==> src/rtl/tft_bus_arbiter_pkg.sv <==
// -----------------------------------------------------------------------------
// tft_bus_arbiter_pkg
//   Shared definitions for the tft_spi bus arbiter and its winner picker.
//   Contents:
//     arb_state_t     arbiter FSM encoding (ARB_IDLE / ARB_OWN / ARB_DRAIN)
//     ARB_FIXED/RR    arbitration mode selectors
//     TFT_BYTE_W      width of one byte lane towards tft_spi
//     BYTE_COUNT_MAX  saturation value of the per-grant byte counter
// -----------------------------------------------------------------------------
package tft_bus_arbiter_pkg;

    localparam int TFT_BYTE_W = 8;

    localparam logic ARB_FIXED = 1'b0;
    localparam logic ARB_RR    = 1'b1;

    localparam logic [15:0] BYTE_COUNT_MAX = 16'hFFFF;

    typedef enum logic [1:0] {
        ARB_IDLE  = 2'd0,
        ARB_OWN   = 2'd1,
        ARB_DRAIN = 2'd2
    } arb_state_t;

endpackage

==> src/rtl/tft_arb_pick.sv <==
// -----------------------------------------------------------------------------
// tft_arb_pick
//   Combinational winner selection for the tft_spi bus arbiter.
//   Scans the request vector starting at the rotate pointer (round-robin) or
//   at index 0 (fixed priority) and returns the first requester found.
//   Ports:
//     req         in   N_REQ   candidate requests
//     ptr         in   IDX_W   first index to consider in round-robin mode
//     mode        in   1       ARB_FIXED or ARB_RR
//     win_onehot  out  N_REQ   one-hot winner (all zero when nobody requests)
//     win_idx     out  IDX_W   index of the winner
//     win_valid   out  1       at least one request present
// -----------------------------------------------------------------------------
module tft_arb_pick
    import tft_bus_arbiter_pkg::*;
#(
    parameter int N_REQ = 4,
    parameter int IDX_W = 2
) (
    input  logic [N_REQ-1:0] req,
    input  logic [IDX_W-1:0] ptr,
    input  logic             mode,
    output logic [N_REQ-1:0] win_onehot,
    output logic [IDX_W-1:0] win_idx,
    output logic             win_valid
);

    int cand;

    always_comb begin
        win_onehot = '0;
        win_idx    = '0;
        win_valid  = 1'b0;
        cand       = 0;
        for (int k = 0; k < N_REQ; k++) begin
            // Rotation wraps by subtraction so N_REQ need not be a power of 2.
            cand = ((mode == ARB_RR) ? int'(ptr) : 0) + k;
            if (cand >= N_REQ) begin
                cand = cand - N_REQ;
            end
            if (!win_valid && req[cand]) begin
                win_valid        = 1'b1;
                win_idx          = IDX_W'(cand);
                win_onehot[cand] = 1'b1;
            end
        end
    end

endmodule

==> src/rtl/tft_bus_arbiter.sv <==
// -----------------------------------------------------------------------------
// tft_bus_arbiter
//   Shares the single tft_spi byte transmitter between N_REQ display
//   requesters with a req/gnt handshake. An owner keeps the bus for a whole
//   burst; after it lets go the arbiter waits in DRAIN until tft_spi is idle
//   so a transfer in flight is never cut.
//   Optional feature macro: TFT_ARB_WATCHDOG_EN -- builds an idle-owner
//   watchdog that forces the grant into DRAIN after TIMEOUT_CYCLES.
//   Ports:
//     clk, rst       clock, synchronous active-high reset
//     req            per-requester request/hold
//     data_in        byte per requester, lane i at [8i+7:8i]
//     dc_in          data/command flag per requester
//     transmit_in    one-cycle byte strobe per requester
//     gnt            registered one-hot grant
//     busy_out       per-requester busy (spi_busy for the owner, 1 otherwise)
//     spi_data/dc/transmit  muxed owner signals towards tft_spi
//     spi_busy       busy from tft_spi
//     owner          current owner index, valid while owner_valid
//     owner_valid    a grant is active
//     byte_count     bytes forwarded in the current grant (saturating)
//     timeout        sticky watchdog flag (0 without the macro)
// -----------------------------------------------------------------------------
module tft_bus_arbiter
    import tft_bus_arbiter_pkg::*;
#(
    parameter int N_REQ          = 4,
    parameter int ARB_MODE       = 0,
    parameter int TIMEOUT_CYCLES = 1_000_000,
    localparam int IDX_W         = $clog2(N_REQ)
) (
    input  logic                        clk,
    input  logic                        rst,
    input  logic [N_REQ-1:0]            req,
    input  logic [TFT_BYTE_W*N_REQ-1:0] data_in,
    input  logic [N_REQ-1:0]            dc_in,
    input  logic [N_REQ-1:0]            transmit_in,
    output logic [N_REQ-1:0]            gnt,
    output logic [N_REQ-1:0]            busy_out,
    output logic [TFT_BYTE_W-1:0]       spi_data,
    output logic                        spi_dc,
    output logic                        spi_transmit,
    input  logic                        spi_busy,
    output logic [IDX_W-1:0]            owner,
    output logic                        owner_valid,
    output logic [15:0]                 byte_count,
    output logic                        timeout
);

    // The watchdog needs at least one idle cycle before it can trip.
    if (TIMEOUT_CYCLES < 2) begin : g_timeout_too_small
    end

    arb_state_t       state_q, state_d;
    logic [N_REQ-1:0] gnt_q, gnt_d;
    logic [IDX_W-1:0] owner_q, owner_d;
    logic [IDX_W-1:0] rr_ptr_q, rr_ptr_d;
    logic [15:0]      byte_count_q, byte_count_d;

    logic [N_REQ-1:0] req_eff;
    logic [N_REQ-1:0] win_onehot;
    logic [IDX_W-1:0] win_idx;
    logic             win_valid;
    logic             own;
    logic             fwd;
    logic             wd_trip;

    assign own = (state_q == ARB_OWN);
    assign fwd = own && transmit_in[owner_q] && !spi_busy;

`ifdef TFT_ARB_WATCHDOG_EN
    localparam int WD_W = $clog2(TIMEOUT_CYCLES);

    logic [WD_W-1:0]  wd_cnt_q, wd_cnt_d;
    logic             timeout_q, timeout_d;
    // A requester whose grant was forced away is masked until it drops req.
    logic [N_REQ-1:0] blocked_q, blocked_d;

    assign wd_trip = own && !fwd && !spi_busy &&
                     (wd_cnt_q == WD_W'(TIMEOUT_CYCLES - 1));
    assign req_eff = req & ~blocked_q;
    assign timeout = timeout_q;

    always_comb begin
        wd_cnt_d  = wd_cnt_q;
        timeout_d = timeout_q | wd_trip;
        if (!own || fwd) begin
            wd_cnt_d = '0;
        end else if (!spi_busy && !wd_trip) begin
            wd_cnt_d = wd_cnt_q + 1'b1;
        end
        for (int i = 0; i < N_REQ; i++) begin
            blocked_d[i] = (blocked_q[i] && req[i]) ||
                           (wd_trip && (owner_q == IDX_W'(i)));
        end
    end

    always_ff @(posedge clk) begin
        if (rst) begin
            wd_cnt_q  <= '0;
            timeout_q <= 1'b0;
            blocked_q <= '0;
        end else begin
            wd_cnt_q  <= wd_cnt_d;
            timeout_q <= timeout_d;
            blocked_q <= blocked_d;
        end
    end
`else
    assign wd_trip = 1'b0;
    assign req_eff = req;
    assign timeout = 1'b0;
`endif

    tft_arb_pick #(
        .N_REQ (N_REQ),
        .IDX_W (IDX_W)
    ) u_pick (
        .req        (req_eff),
        .ptr        (rr_ptr_q),
        .mode       ((ARB_MODE == 1) ? ARB_RR : ARB_FIXED),
        .win_onehot (win_onehot),
        .win_idx    (win_idx),
        .win_valid  (win_valid)
    );

    // State register (plus grant datapath flops).
    always_ff @(posedge clk) begin
        if (rst) begin
            state_q      <= ARB_IDLE;
            gnt_q        <= '0;
            owner_q      <= '0;
            rr_ptr_q     <= '0;
            byte_count_q <= '0;
        end else begin
            state_q      <= state_d;
            gnt_q        <= gnt_d;
            owner_q      <= owner_d;
            rr_ptr_q     <= rr_ptr_d;
            byte_count_q <= byte_count_d;
        end
    end

    // Next-state logic.
    always_comb begin
        state_d = state_q;
        case (state_q)
            ARB_IDLE: begin
                if (win_valid && !spi_busy) begin
                    state_d = ARB_OWN;
                end
            end
            ARB_OWN: begin
                if (!req[owner_q] || wd_trip) begin
                    state_d = ARB_DRAIN;
                end
            end
            ARB_DRAIN: begin
                if (!spi_busy) begin
                    state_d = ARB_IDLE;
                end
            end
            default: state_d = ARB_IDLE;
        endcase
    end

    // Output / datapath logic.
    always_comb begin
        gnt_d        = gnt_q;
        owner_d      = owner_q;
        rr_ptr_d     = rr_ptr_q;
        byte_count_d = byte_count_q;

        if (state_q == ARB_IDLE && state_d == ARB_OWN) begin
            gnt_d        = win_onehot;
            owner_d      = win_idx;
            byte_count_d = '0;
            // Pointer lands just past the new owner, so it ranks last next time.
            rr_ptr_d     = (win_idx == IDX_W'(N_REQ - 1)) ? '0 : win_idx + 1'b1;
        end

        if (own) begin
            if (fwd && byte_count_q != BYTE_COUNT_MAX) begin
                byte_count_d = byte_count_q + 16'd1;
            end
            if (state_d == ARB_DRAIN) begin
                gnt_d = '0;
            end
        end
    end

    assign spi_transmit = fwd;
    assign spi_data     = own ? data_in[owner_q*TFT_BYTE_W +: TFT_BYTE_W] : '0;
    assign spi_dc       = own && dc_in[owner_q];

    assign gnt          = gnt_q;
    assign owner        = owner_q;
    assign owner_valid  = own;
    assign byte_count   = byte_count_q;

    for (genvar gi = 0; gi < N_REQ; gi++) begin : g_busy
        assign busy_out[gi] = gnt_q[gi] ? spi_busy : 1'b1;
    end

endmodule

==> config.mk <==
export PLATFORM = sky130hd
export DESIGN_NAME = tft_bus_arbiter
export DESIGN_NICKNAME = d
export VERILOG_FILES = /design/src/rtl/tft_bus_arbiter_pkg.sv /design/src/rtl/tft_arb_pick.sv /design/src/rtl/tft_bus_arbiter.sv
export SDC_FILE = /design/constraint.sdc
export NUM_CORES = 1
export LEC_CHECK = 0
export ABC_AREA = 0
export CAP_MARGIN = 5
export CORE_MARGIN = 2
export CORE_UTILIZATION = 36
export CTS_BUF_LIST = sky130_fd_sc_hd__clkbuf_4 sky130_fd_sc_hd__clkbuf_8
export CTS_CLUSTER_DIAMETER = 80
export CTS_CLUSTER_SIZE = 20
export DETAILED_ROUTE_END_ITERATION = 8
export HOLD_SLACK_MARGIN = 0.1
export PLACE_DENSITY = 0.85
export SLEW_MARGIN = 20
export SYNTH_ARGS = -nofsm -noshare
export SYNTH_HDL_FRONTEND = slang
export SYNTH_SLANG_ARGS = --single-unit
==> constraint.sdc <==
create_clock -name clk -period 2 [get_ports clk]
set_input_delay 0.2 -clock clk [delete_from_list [all_inputs] [get_ports clk]]
set_output_delay 0.2 -clock clk [all_outputs]
set_load 0.03 [all_outputs]
# After elaboration in Yosys (flattened, before gate mapping)
# Index checks and enable logic that the tools add are counted.
[word_totals]
wordCells = 58
romBits = 0
mem_bits_rw = 0
reg_bits = 24
out_inout_bits = 38
memories = 0
latchBits = 0
[op_classes]
div_mod_pow = 0
multipliers = 0
mux = 32
eq_ne = 5
magnitude_cmp = 1
bitwise = 0
add_sub_neg = 1
reduce_logical = 14
shifts = 1
[op_table]
columns = ["op", "n"]
rows = [
  ["two-way mux 16 bit", 3],
  ["indexed part select 32 x 6 -> 8 bit", 1],
  ["adder 16 x 1 -> 16 bit, second input constant", 1],
  ["two-way mux 4 bit", 4],
  ["!= test 16 bit, second input constant", 1],
  ["two-way mux 1 bit", 13],
  ["two-way mux 2 bit", 6],
  ["logical AND 1 bit", 9],
  ["two-way mux 8 bit", 1],
  ["binary-select mux 1 bit (select 2 bit)", 3],
  ["case mux 2 bit (3 select lines)", 1],
  ["== test 2 x 1 -> 1 bit, second input constant", 2],
  ["== test 2 bit, second input constant", 2],
  ["zero test 1 bit", 4],
  ["< comparator 2 x 3 -> 1 bit, second input constant", 1],
  ["two-way mux 3 bit", 1],
  ["zero test 2 bit", 1],
]

# Depth between registers and ports, before layout
[depth]
ltp_word = 18
ltp_mapped = 7

# By module
# A second synthesis with hierarchy kept.
[hier_totals]
cells_unflattened = 251
area_unflattened_um2 = 2152.1
[by_module_without_submodules]
columns = ["module", "seq_area_each_um2", "area_each_um2", "instances", "cells_per_inst"]
rows = [
  ["tft_bus_arbiter", 520.5, 1626.6, 1, 182],
  ["tft_arb_pick", 0.0, 525.5, 1, 69],
]

# Least setup slack after synthesis
# Ideal clock, no wire load.
[synth_timing]
path_kind = "register to register"
start = "register byte_count_q[2], in the netlist byte_count[2]"
end = "register byte_count_q[15], in the netlist byte_count[15]"
n_path_buf = 1
path_slack_ns = -0.217
path_stages_with_launch = 7
arrival_time_ns = 2.147
cell_sequence = "dfxtp_1 nand3_1 or2_2 or4_1 clkbuf_2 or3_1 a21oi_1"
[synth_between]
elab_chain_cells = 4
elab_cells_between_ends = 5
cone_classes = "add/sub (1); eq/ne (1); mux (2); reduce/logical (1)"
[synth_lines]
columns = ["item", "line_no", "source"]
rows = [
  ["start, declared", "tft_bus_arbiter.sv:58", "logic [15:0] byte_count_q, byte_count_d;"],
  ["start signal, assigned", "tft_bus_arbiter.sv:140", "byte_count_q <= byte_count_d;"],
  ["parallel branches: the longest is 2 deep, another holds adder 16 x 1 -> 16 bit", "-", ""],
  ["two-way mux 16 bit *", "tft_bus_arbiter.sv:183", "if (fwd && byte_count_q != BYTE_COUNT_MAX) begin"],
  ["two-way mux 16 bit *", "tft_bus_arbiter.sv:182", "if (own) begin"],
]
# Every way passes the cells marked *.
# A chain may end at the register's enable or synchronous reset.

# Worst setup path after layout
[layout_timing]
start = "register owner_q[0], in the netlist owner[0]"
end = "output port spi_data[7]"
[layout_between]
elab_chain_cells = 2
[layout_lines]
columns = ["item", "line_no", "source"]
rows = [
  ["start, declared", "tft_bus_arbiter.sv:56", "logic [IDX_W-1:0] owner_q, owner_d;"],
  ["start signal, assigned", "tft_bus_arbiter.sv:138", "owner_q <= owner_d;"],
  ["indexed part select 32 x 6 -> 8 bit", "tft_bus_arbiter.sv:193", "assign spi_data = own ? data_in[owner_q*TFT_BYTE_W +: TFT_BYTE_W] : '0;"],
  ["two-way mux 8 bit", "tft_bus_arbiter.sv:193", ""],
  ["end, declared", "tft_bus_arbiter.sv:40", "output logic [TFT_BYTE_W-1:0] spi_data,"],
]
# Every way passes these cells.

==> impl_results.md <==
- Asr flop ratio synth: 0
- Number of remaining DRC errors: 0
- Mean Syn Cell Area: approximately 8.8 sq um
- CTS Buf Count: 3
- WP data arrival: approximately 1.7 ns
- Total congestion overflow: 0
- Cell leakage power: 0.0009608 uW
- Die ar.: 4703 sq um
- Max-Cap Viols: 0
- Pwr dens: between 400 and 500 nW/um^2
- Fill cells: 338
- Global-route wire length before repair: 7755 microns
- Combinational share of power: 0.342
- Post-synthesis cell type count: 40
- Worst skew pair latency: around 0.27 ns
- Syn Inst Count: 171
- Register bit total from synthesis: 24
- Synth Cell Area: 1501 sq um
- Max Buffers Root-to-Sink: 2
- Crit. End Element: output pin
- CTS tree: built
- # IOs: 85
- Total track usage: 0.2182
- Status: complete, no violations
- Post-route ant nets: 0
- DR vias/cell: around 5.5
- Vias in the first global route: roughly 1.7k
- Floorplan row count: 23
- Setup TNS: 0 ns
- Seq pwr share: 0.419
- Period Utilization, post-route: 0.9704
- Clk sink count: 24
- Post-synth EDFFs: 0
- Hold WC Path Type: reg2reg
- Hold Path Depth: 2
- Sw Pwr: 343.2 uW
- Unrepaired setup endpoints after global routing: false
- Layout cell share with drive strength beyond 1: 0.2279
- Sequential fraction of the synthesis area: 0.3200
- Highest clock rate: approximately 500 MHz
- First DRT Iteration DRCs: 75
- Synth Flop Type: dfxtp_1
- CP Max Fanout: 7
- Hold Slack: 0.4868 ns
- Worst setup SP type: flop
- Hold-fix buffers at CTS: 0
- Root Buffer Master: clkbuf_8
- CP Class: reg2out
- Worst Path Required: 1.80 ns
- Post-synth net total: 219
- Htree depth: 1
- Worst-path clk slew: 0.08 ns
- Period minus WS final: between 1.5 and 2 ns
- Core area: 4000 sq um
- Finished Core Util: 0.6553
- Clk pwr share: 0.239
- Worst r2r path cells: 5
- Largest net degree at the start of global routing: 13
- Power Internal: 851.0 uW
- Router iterations before antenna repair: 4
- Die Y: 68.58 microns
- Max-slew violations: 0
- IO buf count: between 80 and 90
- Clock Skews: 0.003741 ns
- Final HPWL DP: 3984 microns
- Ys Warns: 0
- Final setup vio count: 0
- Antenna violations before repair: 0
- Die X: between 60 and 70 microns
- Final WL: 4869 microns
- Worst vdd ir: between 400 and 500 uV
- WL/cell: 15.12 microns
- Final hold vios: 0
- Switch share: 0.2874
- Via Count: 1764
- Initial Util: 0.3754
- Layout Nets: between 300 and 400
- Layout Area Growth over Synthesis: 74.58%
- Placer congestion estimate: 0.9051
- Diode count: 0
==> stage by stage <==
| step | instance area (sq um) | power, uW | std cells | worst slack (ns) |
|---|---|---|---|---|
| 2_1_floorplan | 1543 | 711.8 | 171 | 0.003340 |
| 3_3_place_gp | 2565 | 918.9 | 318 | -0.1726 |
| 3_5_place_dp | 2565 | 927.3 | 318 | -0.2051 |
| 4_1_cts | 2613 | 1205 | 321 | 0.003375 |
| 5_1_grt | 2621 | 1246 | 322 | 0.006589 |
| 6_report | 2621 | 1194 | 322 | 0.05928 |
==> layout by cell type, fill, tap and decap left out, types with 2 or more instances in the layout <==
cell	count
dfxtp_2	3
dfxtp_1	17
or2_2	2
nor2_1	14
o21ai_0	7
a221oi_1	3
nand2_1	11
buf_4	24
xnor2_1	3
clkdlybuf4s15_2	3
inv_1	5
nor3_1	5
xor2_1	3
and2_1	10
nor4_1	2
dlygate4sd2_1	2
nand4_1	3
clkdlybuf4s50_1	73
a21oi_1	10
a21o_1	2
buf_2	2
dfxtp_4	4
or3_1	6
a31oi_1	2
nand2b_1	6
clkbuf_8	3
and4_1	2
nand3_1	9
mux4_2	11
and3_1	2
a32oi_1	3
==> registers in the layout, summed over array words and instances, names as in the netlist <==
| register | count |
|---|---|
| owner | 2 |
| gnt | 4 |
| byte_count | 16 |
| state_q | 2 |
==> worst paths after layout <==
check                 from        endpoint  slack [ns]
hold / removal      gnt[1]          gnt[1]        0.49
setup / recovery  owner[0]     spi_data[7]        0.06
hold reg to reg     gnt[1]          gnt[1]        0.49
setup reg to reg  owner[0]  byte_count[13]        0.11
==> cells by family after synthesis <==
kind of cell | share of synthesized area
adders and majority gates | 0.008332
and+or+nand+nor | 0.2825
other | 0.002498
buffers and inverters | 0.03833
xor gates and xnor gates | 0.03501
AOI/OAI and AO/OA | 0.1483
muxes | 0.1650
DFF | 0.3200
==> routing by layer <==
metal / GRT usage / vias up / part of all wire
met3: 0.05519 / 8 / 0.054
met1: 0.2709 / 863 / 0.41
met5: 0 / - / 0
met4: 0.04250 / 0 / 0.015
met2: 0.3822 / 56 / 0.52
li1: - / 837 / -
==> critical path: stages, from the launching register on <==
cell and delay [ns]:
dfxtp_4 0.39, buf_12 0.13, mux4_2 0.48, and2_1 0.18, clkdlybuf4s15_2 0.29
==> power by group through the flow <==
stage          Sequential (uW)  Clock [uW]  Combinational (uW)
2_1_floorplan              526           0                 186
6_report                   501         285                 409
5_1_grt                    503         310                 433
3_5_place_dp               512           0                 416
4_1_cts                    501         292                 412
3_3_place_gp               511           0                 407
==> layout make-up <==
class                           instances  area (sq um)  area share
Timing Repair Buffer                  106         997.2      0.3804
Multi-Input combinational cell        133         998.5      0.3809
Tap cell                               50         62.56     0.02387
Sequential cell                        24         499.2      0.1905
Inverter                                6         22.52    0.008592
Clock buffer                            3         41.29     0.01575
==> synthesized netlist by cell type (2+ instances only) <==
| cell | count | area share |
|---|---|---|
| nor2_1 | 14 | 0.035 |
| clkbuf_1 | 5 | 0.013 |
| a221oi_1 | 3 | 0.018 |
| nand2b_1 | 6 | 0.025 |
| or3_1 | 7 | 0.029 |
| and2_1 | 10 | 0.042 |
| a21oi_1 | 11 | 0.037 |
| inv_1 | 5 | 0.013 |
| dfxtp_1 | 24 | 0.32 |
| a21o_1 | 2 | 0.010 |
| a31oi_1 | 2 | 0.0083 |
| o21ai_0 | 7 | 0.023 |
| a32oi_1 | 3 | 0.018 |
| mux4_2 | 11 | 0.17 |
| and4_1 | 2 | 0.012 |
| xnor2_1 | 3 | 0.018 |
| nand4_1 | 3 | 0.013 |
| and3_1 | 2 | 0.0083 |
| nor3_1 | 5 | 0.017 |
| nand3_1 | 10 | 0.033 |
| xor2_1 | 3 | 0.018 |
| or2_2 | 3 | 0.013 |
| nor4_1 | 3 | 0.013 |
| nand2_1 | 11 | 0.028 |
==> what timing repair did <==
action                                  CTS  global route
setup buffers                             0             1
resized for setup                        19            10
pin swaps                                 0             1
endpoints found under the setup margin   11             5
(Power assumes the default switching activity.)
